[src/rtl/row_insert.sv]
// Garbage-row inserter for the Tetris playfield.
// Pushes clamped count rows in at the bottom, one per clock.
module row_insert #(
  parameter int         WIDTH     = 20,
  parameter int         HEIGHT    = 20,
  parameter int         MAX_ROWS  = 4,
  parameter logic [7:0] LFSR_SEED = 8'hA5
) (
  input  logic                      clk,
  input  logic                      reset,
  input  logic                      start,
  input  logic [2:0]                count,
  input  logic [WIDTH*HEIGHT-1:0]   matrix_in,
  output logic [WIDTH*HEIGHT-1:0]   matrix_out,
  output logic                      busy,
  output logic                      done,
  output logic                      overflow
);

  localparam int         N    = WIDTH * HEIGHT;
  localparam logic [2:0] MAXR = 3'(MAX_ROWS);

  typedef enum logic [1:0] {
    IDLE,
    SHIFT,
    DONE
  } state_t;

  state_t            state_q;
  logic [7:0]        lfsr_q;
  logic [2:0]        rem_q;

  logic [2:0]        cnt_d;
  logic [7:0]        lfsr_d;
  logic [31:0]       hole_d;
  logic [WIDTH-1:0]  row_d;
  logic [N-1:0]      shift_d;
  logic              top_nz_d;

  // Request clamp, hole position and shifted field
  always_comb begin
    cnt_d    = (count > MAXR) ? MAXR : count;
    lfsr_d   = {lfsr_q[6:0],
                lfsr_q[7] ^ lfsr_q[5] ^ lfsr_q[4] ^ lfsr_q[3]};
    hole_d   = {27'd0, lfsr_q[4:0]} % 32'(WIDTH);
    row_d    = ~({{(WIDTH-1){1'b0}}, 1'b1} << hole_d);
    shift_d  = {row_d, matrix_out[N-1:WIDTH]};
    top_nz_d = |matrix_out[WIDTH-1:0];
  end

  // Control FSM with registered outputs
  always_ff @(posedge clk or posedge reset) begin
    if (reset) begin
      state_q    <= IDLE;
      matrix_out <= '0;
      busy       <= 1'b0;
      done       <= 1'b0;
      overflow   <= 1'b0;
      lfsr_q     <= LFSR_SEED;
      rem_q      <= '0;
    end else begin
      unique case (state_q)
        IDLE: begin
          if (start) begin
            matrix_out <= matrix_in;
            rem_q      <= cnt_d;
            overflow   <= 1'b0;
            busy       <= 1'b1;
            if (cnt_d != 3'd0) begin
              state_q <= SHIFT;
            end else begin
              state_q <= DONE;
              done    <= 1'b1;
            end
          end
        end
        SHIFT: begin
          matrix_out <= shift_d;
          lfsr_q     <= lfsr_d;
          rem_q      <= rem_q - 3'd1;
          if (top_nz_d) begin
            overflow <= 1'b1;
          end
          if (rem_q == 3'd1) begin
            state_q <= DONE;
            done    <= 1'b1;
          end
        end
        DONE: begin
          state_q <= IDLE;
          done    <= 1'b0;
          busy    <= 1'b0;
        end
        default: begin
          state_q <= IDLE;
          done    <= 1'b0;
          busy    <= 1'b0;
        end
      endcase
    end
  end

endmodule

[config.mk]
export PLATFORM = sky130hd
export DESIGN_NAME = row_insert
export DESIGN_NICKNAME = d
export VERILOG_FILES = /design/src/rtl/row_insert.sv
export SDC_FILE = /design/constraint.sdc
export NUM_CORES = 1
export LEC_CHECK = 0
export CAP_MARGIN = 20
export CORE_AREA = 2 2 311 313
export CTS_CLUSTER_DIAMETER = 50
export DETAILED_ROUTE_END_ITERATION = 7
export DIE_AREA = 0 0 313 315
export SLEW_MARGIN = 20
export SYNTH_ARGS = -nofsm -noshare
export SYNTH_HDL_FRONTEND = slang
export SYNTH_SLANG_ARGS = --single-unit
[constraint.sdc]
create_clock -name clk -period 19.4 [get_ports clk]
set_input_delay 3.88 -clock clk [delete_from_list [all_inputs] [get_ports clk]]
set_output_delay 3.88 -clock clk [all_outputs]
set_load 0.02 [all_outputs]
=== After elaboration in Yosys (flattened, before gate mapping) ===
Cells that the tools add are included.
W data, S select, Z words.

* Register bits: 416
* Input port bits: 406
* Output and inout bits: 403
* Logic and storage cells: 49

* Add/subtract/negate cells: 1
* Div/mod/pow operators: 1
* $lt $le $gt $ge: 1
* Equal/unequal tests: 6
* Shifts and indexed selects: 1
* Multiplexer cells: 18
* Bitwise gates (word level): 5
* Reductions and logical operators: 9

{| class="wikitable"
|+ Operator list
! kind !! count
|-
| $pmux W400 S2 || 1
|-
| $mux W400 || 1
|-
| $mod A5 B5 Y32 const B || 1
|-
| $shl A1 B32 Y20 const A || 1
|-
| $not A20 Y20 || 1
|-
| $reduce_or A20 Y1 || 1
|-
| $ne A2 B2 Y1 const B || 4
|-
| $mux W1 || 6
|-
| $mux W2 || 3
|-
| $mux W3 || 2
|-
| $pmux W1 S2 || 3
|-
| $pmux W3 S2 || 1
|-
| $reduce_and A2 Y1 || 3
|-
| $reduce_and A3 Y1 || 2
|-
| $pmux W2 S2 || 1
|-
| $eq A3 B1 Y1 const B || 1
|-
| $gt A3 B3 Y1 const B || 1
|-
| $reduce_bool A3 Y1 || 1
|-
| $sub A3 B1 Y3 const B || 1
|-
| $xor A1 B1 Y1 || 3
|-
| $eq A2 B1 Y1 const B || 1
|-
| $logic_not A2 Y1 || 1
|-
| $reduce_bool A2 Y1 || 1
|-
| $not A1 Y1 || 1
|}

=== Depth between registers and ports, before layout ===
Gate-level depths: netlist (run 1).

* Depth after elaboration: 6
* Gate-level depth with buffers: 8
* Gate-level depth less buffers: 6

=== Worst setup path after synthesis (run 1) ===
OpenSTA, ideal clock, no wires.

* Path kind: in2reg
* Start point: input start
* End point: register matrix_out[131]
* Setup time: 130 ps
* Arrival: 4730 ps
* Data required time: 19270 ps
* Slack: 14540 ps
* Stages: 6
* Buffers on the path: 3
* Cell sequence: nor2_1 nor2_1 buf_2 clkbuf_1 buf_2 a31oi_1

* Cells in the longest elaborated chain, start to end: 2

{| class="wikitable"
|+ RTL lines
! what !! RTL line !! text
|-
| start, declared || 11 || <nowiki>input logic start,</nowiki>
|-
| $ne A2 B2 Y1 (no line) || n/a ||
|-
| $reduce_and A2 Y1 (no line) || n/a ||
|-
| end signal, assigned || 65 || <nowiki>matrix_out <= matrix_in;</nowiki>
|-
| end signal, assigned || 78 || <nowiki>matrix_out <= shift_d;</nowiki>
|-
| end, declared || 14 || <nowiki>output logic [WIDTH*HEIGHT-1:0] matrix_out,</nowiki>
|}

Every way passes these cells.
A chain may end at the register's enable or synchronous reset.

=== Final worst setup path (run 1) ===
* Start point: input start
* End point: register matrix_out[174]

The elaborated chain is that of the path after synthesis.

==> run summary, run 1 <==
CP arrival: 8.25 ns
status: finished, final reports clean
Fmax: 0.1293 GHz
WL/cell: 20.77 um
first-pass iteration count of the detailed router: 7
via count: 19350
critical path launch point type: input port
Post-synth ARST share: 100.0%
CP Class: input port to register
initial antenna violation count: 7
Post-Route WL: 89750 um
CTS tree: done
most frequent cells in the layout: clkdlybuf4s50_1 (808), nand2_1 (784), dfrtp_1 (412)
MaxCap Viol Count: 0
peak supply drop: 0.1090 mV
post-synthesis instance total: 2279
core area: 95710 um^2
worst clock skew: 0.01633 ns
hpwl dp: 66710 um
Fin. Hold Viols: 0
Die Ht: 315 um
sequential element share of the synthesized area: 55.23%
Antenna Violating Nets Remaining: 0
Die Width: 313 um
most common cell after layout, fill and taps aside: clkdlybuf4s50_1
Req. time, crit path: 19.91 ns
Pleak: 12.50 nW
PwrDens: 209.8 nW/um^2
CTS Hold Bufs: 0
Worst Max-Slew Pin Slew: 1.084 ns
filler cell count: 10130
CTS Buffer Depth: 3
Synth Register Bits: 416
CP endpoint kind: register
first-pass GRT wire length: 128300 um
Syn. warnings: 0
Initial Util: 19.70%
Netlist cell types: 41
Port Buffers: 808
CTS Buf Count: 67
crit path max fanout: 111
grt total ovfl: 0
Setup Viol. Count Final: 0
PostCTS Resize Cnt: 0
H-tree depth: 3
Mapped Area: 18860 um^2
largest net degree at the start of global routing: 249
total power: 6.330 mW
RSZ-0062 raised after global routing: no
DRC: 0
synth-to-layout area growth: 59.96%
fin crit share: 39.87%
Core Rows: 114
clock-pin slew on the worst setup and hold paths: 0.05 ns
EDFF count, synth: 0
setup TNS: 0 ns
Vias/cell: 4.478
fin crit period: 7.735 ns
Clock Latency Late Sink: 0.61 ns
max-slew violations: 0
Syn Nets: 2688
Hold WC Path Type: register to register
Hold WS: 0.4710 ns
layout cells sized above 1: 4.831%
die area: 98600 um^2
Max-Slew Margin vs Limit: 27.76%
clock sinks: 416
1st-iter DRT viols: 1708
Clock Tree Root: clkbuf_16
Tot GR Track Use: 17.47%
Final Net Count: 3401
RePlAce Congestion: 0.9013
Post-CTS Setup Repair Bufs: 0
Ports: 809
Avg Cell Area, Syn: 8.274 um^2
ys flop type: dfrtp_1
vias in the first global route: 18870
## metrics by stage
| stage | util [%] | instance area [um^2] | setup WS (ns) | std cells |
|---|---|---|---|---|
| finish | 31.52 | 30160 | 11.66 | 4321 |
| global route | 31.51 | 30160 | 11.38 | 4319 |
| CTS | 31.51 | 30160 | 11.83 | 4319 |
| detailed placement | 29.17 | 27910 | 11.15 | 4199 |
| global placement | 29.17 | 27910 | 11.25 | 4199 |
| floorplan | - | 18860 | 3.949 | 2279 |
## cells by family (layout without fill, tap and decap cells)
logic type / count (synthesis) / after routing / share of synthesized area [%]
adder cells (fa/ha/maj): 3 / 3 / 0.1991
buffers and inverters: 194 / 958 / 4.744
AO/OA/AOI/OAI: 445 / 445 / 14.79
XOR/XNOR: 3 / 3 / 0.1394
AND/OR/NAND/NOR: 1218 / 1218 / 24.90
flip-flops: 416 / 416 / 55.23
other: 0 / 2 / 0
## routing by layer
layer / vias to the layer above / wire length, um / global-route usage (%)
li1: 9095 / - / -
met2: 819 / 41460 / 28.11
met4: 10 / 4140 / 8.634
met3: 165 / 7734 / 5.585
met1: 9262 / 36340 / 21.02
met5: - / 71 / 0
## sequential cells by signal (all words and copies together), names as in the netlist
signal      flops
done            1
state_q         2
busy            1
rem_q           3
matrix_out    400
lfsr_q          8
overflow        1
## cells in the mapped netlist (all sizes together) (5+ instances only)
master / number / area [um^2]
buf: 135 / 673.2
inv: 10 / 37.53
nor3: 6 / 30.03
dfrtp: 412 / 10310
o21ai: 26 / 130.1
nor2: 391 / 1468
or3: 14 / 87.58
nor2b: 5 / 31.28
nand2: 784 / 2943
a31oi: 383 / 2396
a21oi: 17 / 85.08
clkbuf: 49 / 183.9
## path summary, 6_finish.rpt
path / from / endpoint / slack (ns) / cells after the start
max: start / matrix_out[174] / 11.66 / 9
min: lfsr_q[7] / lfsr_q[7] / 0.47 / 2
max reg2reg: state_q[1] / matrix_out[174] / 14.96 / 7
min reg2reg: lfsr_q[7] / lfsr_q[7] / 0.47 / 2
max in group asynchronous: reset / matrix_out[113] / 13.34 / 4
min in group asynchronous: reset / matrix_out[351] / 3.81 / 2
## power by group
group,internal [mW],leakage [nW],switching (mW)
Combinational,1.31,6.63,1.94
Clock,0.757,1.10,0.459
Sequential,1.34,4.77,0.531
Total,3.40,12.5,2.93
## critical path, stage by stage
cell,delay [ns]
clkdlybuf4s50_1,0.54
nor2_1,0.09
nor2_4,0.09
buf_4,0.79
buf_4,0.75
buf_4,0.74
buf_4,0.84
nor2_1,0.11
a31oi_1,0.19
## layout make-up
| class | instances | area (um^2) | area share [%] |
|---|---|---|---|
| clock inverter | 33 | 356.6 | 1.182 |
| multi-input combinational | 1669 | 7570 | 25.10 |
| antenna | 2 | 5.005 | 0.01659 |
| tap | 1276 | 1597 | 5.293 |
| timing repair buffer | 828 | 8292 | 27.49 |
| sequential | 416 | 10420 | 34.53 |
| inverter | 10 | 45.04 | 0.1493 |
| clock buffer | 87 | 1884 | 6.247 |
Note: power is estimated with default switching activity, not from simulation.
==> run 2, diff against run 1 <==
==> constraint.sdc (replaced) <==
create_clock -name clk -period 7.3 [get_ports clk]
set_input_delay 1.46 -clock clk [delete_from_list [all_inputs] [get_ports clk]]
set_output_delay 1.46 -clock clk [all_outputs]
set_load 0.02 [all_outputs]
==> run summary, run 2 (synthesis results as in run 1) <==
status: finished, final reports clean
largest net degree at the start of global routing: 229
Comb pwr share: 51.0%
total net switching power: 7.799 mW
CTS Hold Bufs: 0
Core Rows: 114
Place WS: 3.323 ns
register area: 10420 um^2
first-pass iteration count of the detailed router: 8
hpwl dp: 67080 um
Fin. Hold Viols: 0
crit path max fanout: 148
clock-pin slew on the worst setup and hold paths: 0.05 ns
Worst Max-Slew Pin Slew: 1.089 ns
Hold WC Path Type: register to register
Fmax: 0.2903 GHz
peak supply drop: 0.3740 mV
RSZ-0062 raised after global routing: no
DRC: 0
Die Ht: 315 um
core area: 95710 um^2
filler cell count: 10030
CP arrival: 3.94 ns
Clock Latency Late Sink: 0.60 ns
fin crit period: 3.444 ns
Initial Util: 19.70%
Pleak: 12.62 nW
synth-to-layout area growth: 61.43%
most common cell after layout, fill and taps aside: clkdlybuf4s50_1
Tot GR Track Use: 17.55%
Setup Viol. Count Final: 0
Antenna Violating Nets Remaining: 0
Post-Route WL: 89780 um
WL/cell: 20.71 um
Crit. Startpoint: start
CP endpoint kind: register
Worst Hold Path Cells: 2
critical path launch point type: input port
PostCTS Resize Cnt: 0
die area: 98600 um^2
Clock Tree Root: clkbuf_16
area of the multi-input gates: 7570 um^2
Vias/cell: 4.451
vias in the first global route: 18930
Post-CTS Setup Repair Bufs: 0
Final Net Count: 3411
R2R depth: 5
Hold Path Origin: lfsr_q[7]
Seq pwr share: 29.1%
CTS tree: done
MaxCap Viol Count: 0
CP Class: input port to register
1st-iter DRT viols: 1777
max reg flops: 400
fin crit share: 47.18%
Hold WS: 0.4652 ns
most frequent cells in the layout: clkdlybuf4s50_1 (808), nand2_1 (784), dfrtp_1 (412)
layout cells sized above 1: 5.210%
H-tree depth: 3
largest registers: matrix_out: 400 flops, lfsr_q: 8 flops, rem_q: 3 flops
clock sinks: 416
CTS Buf Count: 68
Max-Slew Margin vs Limit: 27.43%
PwrDens: 559.4 nW/um^2
reg2reg start: state_q[0]
CTS Buffer Depth: 3
Die Width: 313 um
RePlAce Congestion: 0.8915
first-pass GRT wire length: 129300 um
initial antenna violation count: 7
worst clock skew: 0.03353 ns
Largest Register: matrix_out
final non-filler cell total: 4335
post-route setup slack: 3.856 ns
Req. time, crit path: 7.80 ns
via count: 19300
internal power: 9.229 mW
grt total ovfl: 0
total power: 17.03 mW
Net Sw Frac: 45.80%
max-slew violations: 0
clock share of power: 19.9%
Ports: 809
setup TNS: 0 ns
Port Buffers: 808
placed insts: 4207
==> run 2: changes by cell type in the layout (fill, tap and decap cells not counted), moves of 3 or more <==
cell        change
clkbuf_8        -3
clkinvlp_4      +4
clkinv_4        -4
diode_2         +5
clkbuf_1        -3
bufinv_16       +4
buf_4           +3
buf_12          +6
==> run 2: worst max-delay path: stages <==
cell and delay, ns:
clkdlybuf4s50_1 0.56, nor2_1 0.10, nor2_4 0.62, buf_12 0.30
buf_12 0.48, nor2_1 0.09, a31oi_1 0.17
==> run 2: layout make-up <==
cell class | count | share of cell area [%]
antenna | 7 | 0.05754
clock buffer | 83 | 6.182
clock inverter | 37 | 1.537
inverter | 10 | 0.1356
multi-input combinational | 1669 | 24.87
sequential | 416 | 34.21
tap | 1276 | 5.245
timing repair buffer | 837 | 27.76
==> run 2: per-stage QoR <==
| stage | utilization, % | instance area (um^2) |
|---|---|---|
| floorplan | - | 18860 |
| global placement | 29.30 | 28050 |
| detailed placement | 29.30 | 28050 |
| CTS | 31.76 | 30400 |
| global route | 31.79 | 30430 |
| finish | 31.81 | 30440 |
==> run 2: power groups by stage <==
stage / clock [mW] / sequential [mW] / combinational, mW
after floorplan: 0 / 5.79 / 3.50
after global placement: 0 / 4.99 / 8.66
after detailed placement: 0 / 5.01 / 8.74
after CTS: 3.47 / 5.00 / 8.76
after global routing: 3.57 / 5.13 / 9.38
final: 3.38 / 4.96 / 8.68
==> run 2: layer usage <==
metal	track usage, %	part of all wire, %	up-vias
met5	0	0.013	-
met3	5.236	7.5	139
met2	28.86	48	836
met1	21.65	41	9201
met4	6.612	3.6	2
li1	-	-	9118
==> run 2: path summary, 6_finish.rpt <==
| kind | end | slack, ns |
|---|---|---|
| setup reg to reg | matrix_out[143] | 4.05 |
| hold / removal | lfsr_q[7] | 0.47 |
| hold reg to reg | lfsr_q[7] | 0.47 |
| min in group asynchronous | matrix_out[2] | 1.27 |
| setup / recovery | matrix_out[228] | 3.86 |
| max in group asynchronous | matrix_out[201] | 4.51 |
==> run 3, diff against run 2 <==
--- a/config.mk
+++ b/config.mk
@@ -6,10 +6,10 @@
 export NUM_CORES = 1
 export LEC_CHECK = 0
 export CAP_MARGIN = 20
-export CORE_AREA = 2 2 311 313
+export CORE_AREA = 2 2 317 319
 export CTS_CLUSTER_DIAMETER = 50
 export DETAILED_ROUTE_END_ITERATION = 7
-export DIE_AREA = 0 0 313 315
+export DIE_AREA = 0 0 319 321
 export SLEW_MARGIN = 20
 export SYNTH_ARGS = -nofsm -noshare
 export SYNTH_HDL_FRONTEND = slang
==> constraint.sdc (replaced) <==
create_clock -name clk -period 3.1 [get_ports clk]
set_input_delay 0.62 -clock clk [delete_from_list [all_inputs] [get_ports clk]]
set_output_delay 0.62 -clock clk [all_outputs]
set_load 0.02 [all_outputs]
==> run summary, run 3 (synthesis results as in run 1) <==
PwrDens: 1312 nW/um^2
Crit-path slowest cell: clkdlybuf4s50_1
CP endpoint kind: primary output
crit path max fanout: 3
GR Layer Usage met2: 29.60%
WP depth: 1
Req. time, crit path: 2.48 ns
peak supply drop: 0.5972 mV
worst path cell trace: clkdlybuf4s50_1
Final Core Density: 31.18%
CTS Buffer Depth: 3
Port Buffers: 808
Ports: 809
1st-iter DRT viols: 1329
worst reg-to-reg setup slack: 0.60 ns
R2R depth: 5
max reg flops: 400
crit-path max cell delay: 0.71 ns
final non-filler cell total: 4405
layout cells sized above 1: 6.634%
delay-heaviest family, CP: buffers and inverters
Vias/cell: 4.458
CP arrival: 1.95 ns
Hold WC Path Type: input port to asynchronous set/reset pin
core area: 99280 um^2
largest net degree at the start of global routing: 100
most common cell after layout, fill and taps aside: clkdlybuf4s50_1
RePlAce Congestion: 0.8791
RR Endpoint: matrix_out[395]
largest registers: matrix_out: 400 flops, lfsr_q: 8 flops, rem_q: 3 flops
MaxCap Viol Count: 0
PostCTS Resize Cnt: 0
GRT busiest layer: met2
Worst Max-Slew Pin Slew: 0.6949 ns
first-pass GRT wire length: 132900 um
critical path launch point type: register
Final Net Count: 3464
global-route met1 utilization: 21.26%
worst clock skew: 0.02070 ns
post-route setup slack: 0.5333 ns
CTS Hold Bufs: 0
Die Width: 319 um
Crit. Startpoint: matrix_out[172]
hpwl dp: 71940 um
Max-Slew Margin vs Limit: 53.32%
WP buf/inv: 1
Setup Viol. Count Final: 0
Fmax: 0.3896 GHz
Core Rows: 116
Largest Register: matrix_out
Antenna Violating Nets Remaining: 0
filler cell count: 10530
Die Ht: 321 um
clock-pin slew on the worst setup and hold paths: 0.06 ns
Initial Util: 18.99%
area of the multi-input gates: 7570 um^2
Place WS: 0.5995 ns
total power: 40.62 mW
DRC: 0
CTS Buf Count: 67
reg2reg start: lfsr_q[3]
max-slew violations: 0
first-pass iteration count of the detailed router: 5
Pleak: 12.89 nW
placed insts: 4284
Clock Latency Late Sink: 0.60 ns
Fin. Hold Viols: 0
Post-Route WL: 91880 um
CP Class: register to primary output
Clock Tree Root: clkbuf_16
met3 Resource Use GR: 4.930%
critical path endpoint: matrix_out[172]
Tot GR Track Use: 17.37%
Hold WS: 0.4577 ns
most frequent cells in the layout: clkdlybuf4s50_1 (808), nand2_1 (784), dfrtp_1 (412)
die area: 102400 um^2
CTS tree: done
RSZ-0062 raised after global routing: no
register area: 10420 um^2
synth-to-layout area growth: 64.18%
via count: 19640
WL/cell: 20.86 um
initial antenna violation count: 7
vias in the first global route: 19350
clock sinks: 416
Post-CTS Setup Repair Bufs: 0
grt total ovfl: 0
fin crit share: 82.80%
status: finished, final reports clean
fin crit period: 2.567 ns
H-tree depth: 3
## run 3: changes by cell type in the layout (fill, tap and decap cells not counted), moves of 2 or more
cell       change
clkinv_2       -8
clkbuf_1       +6
bufinv_16      -3
clkbuf_8       +5
buf_4         +39
clkbuf_16      -2
buf_12        +16
diode_2        -5
## run 3: final cells by class
cell class | instances | share of cell area (%)
Clock buffer | 92 | 6.212
Tap cell | 1298 | 5.246
Sequential cell | 416 | 33.64
Antenna cell | 2 | 0.01617
Timing Repair Buffer | 891 | 29.19
Clock inverter | 27 | 1.111
Inverter | 10 | 0.1334
Multi-Input combinational cell | 1669 | 24.45
## run 3: metal layers
layer | up-vias | share of wire, %
li1 | 9215 | -
met1 | 9449 | 41
met2 | 835 | 49
met3 | 130 | 7.9
met4 | 8 | 2.7
met5 | - | 0.060
## run 3: how the worst min path moves through the flow
stage | from | end | cells past startpoint
final | reset | matrix_out[8] | 2
after detailed placement | lfsr_q[5] | lfsr_q[5] | 2
after global routing | reset | matrix_out[8] | 2
after floorplan | lfsr_q[6] | lfsr_q[7] | 2
after CTS | reset | matrix_out[8] | 2
after global placement | lfsr_q[6] | lfsr_q[7] | 2
## run 3: per-stage QoR
stage | setup TNS (ns) | area, um^2
after floorplan | -1294.35 | 18860
after global placement | 0 | 28690
after detailed placement | 0 | 28690
after CTS | 0 | 30950
after global routing | 0 | 30950
final | 0 | 30960
## run 3: power by group
group,internal [mW],switching [mW],total [mW]
clock,4.86,2.80,7.66
combinational,8.82,12.4,21.2
sequential,8.36,3.36,11.7
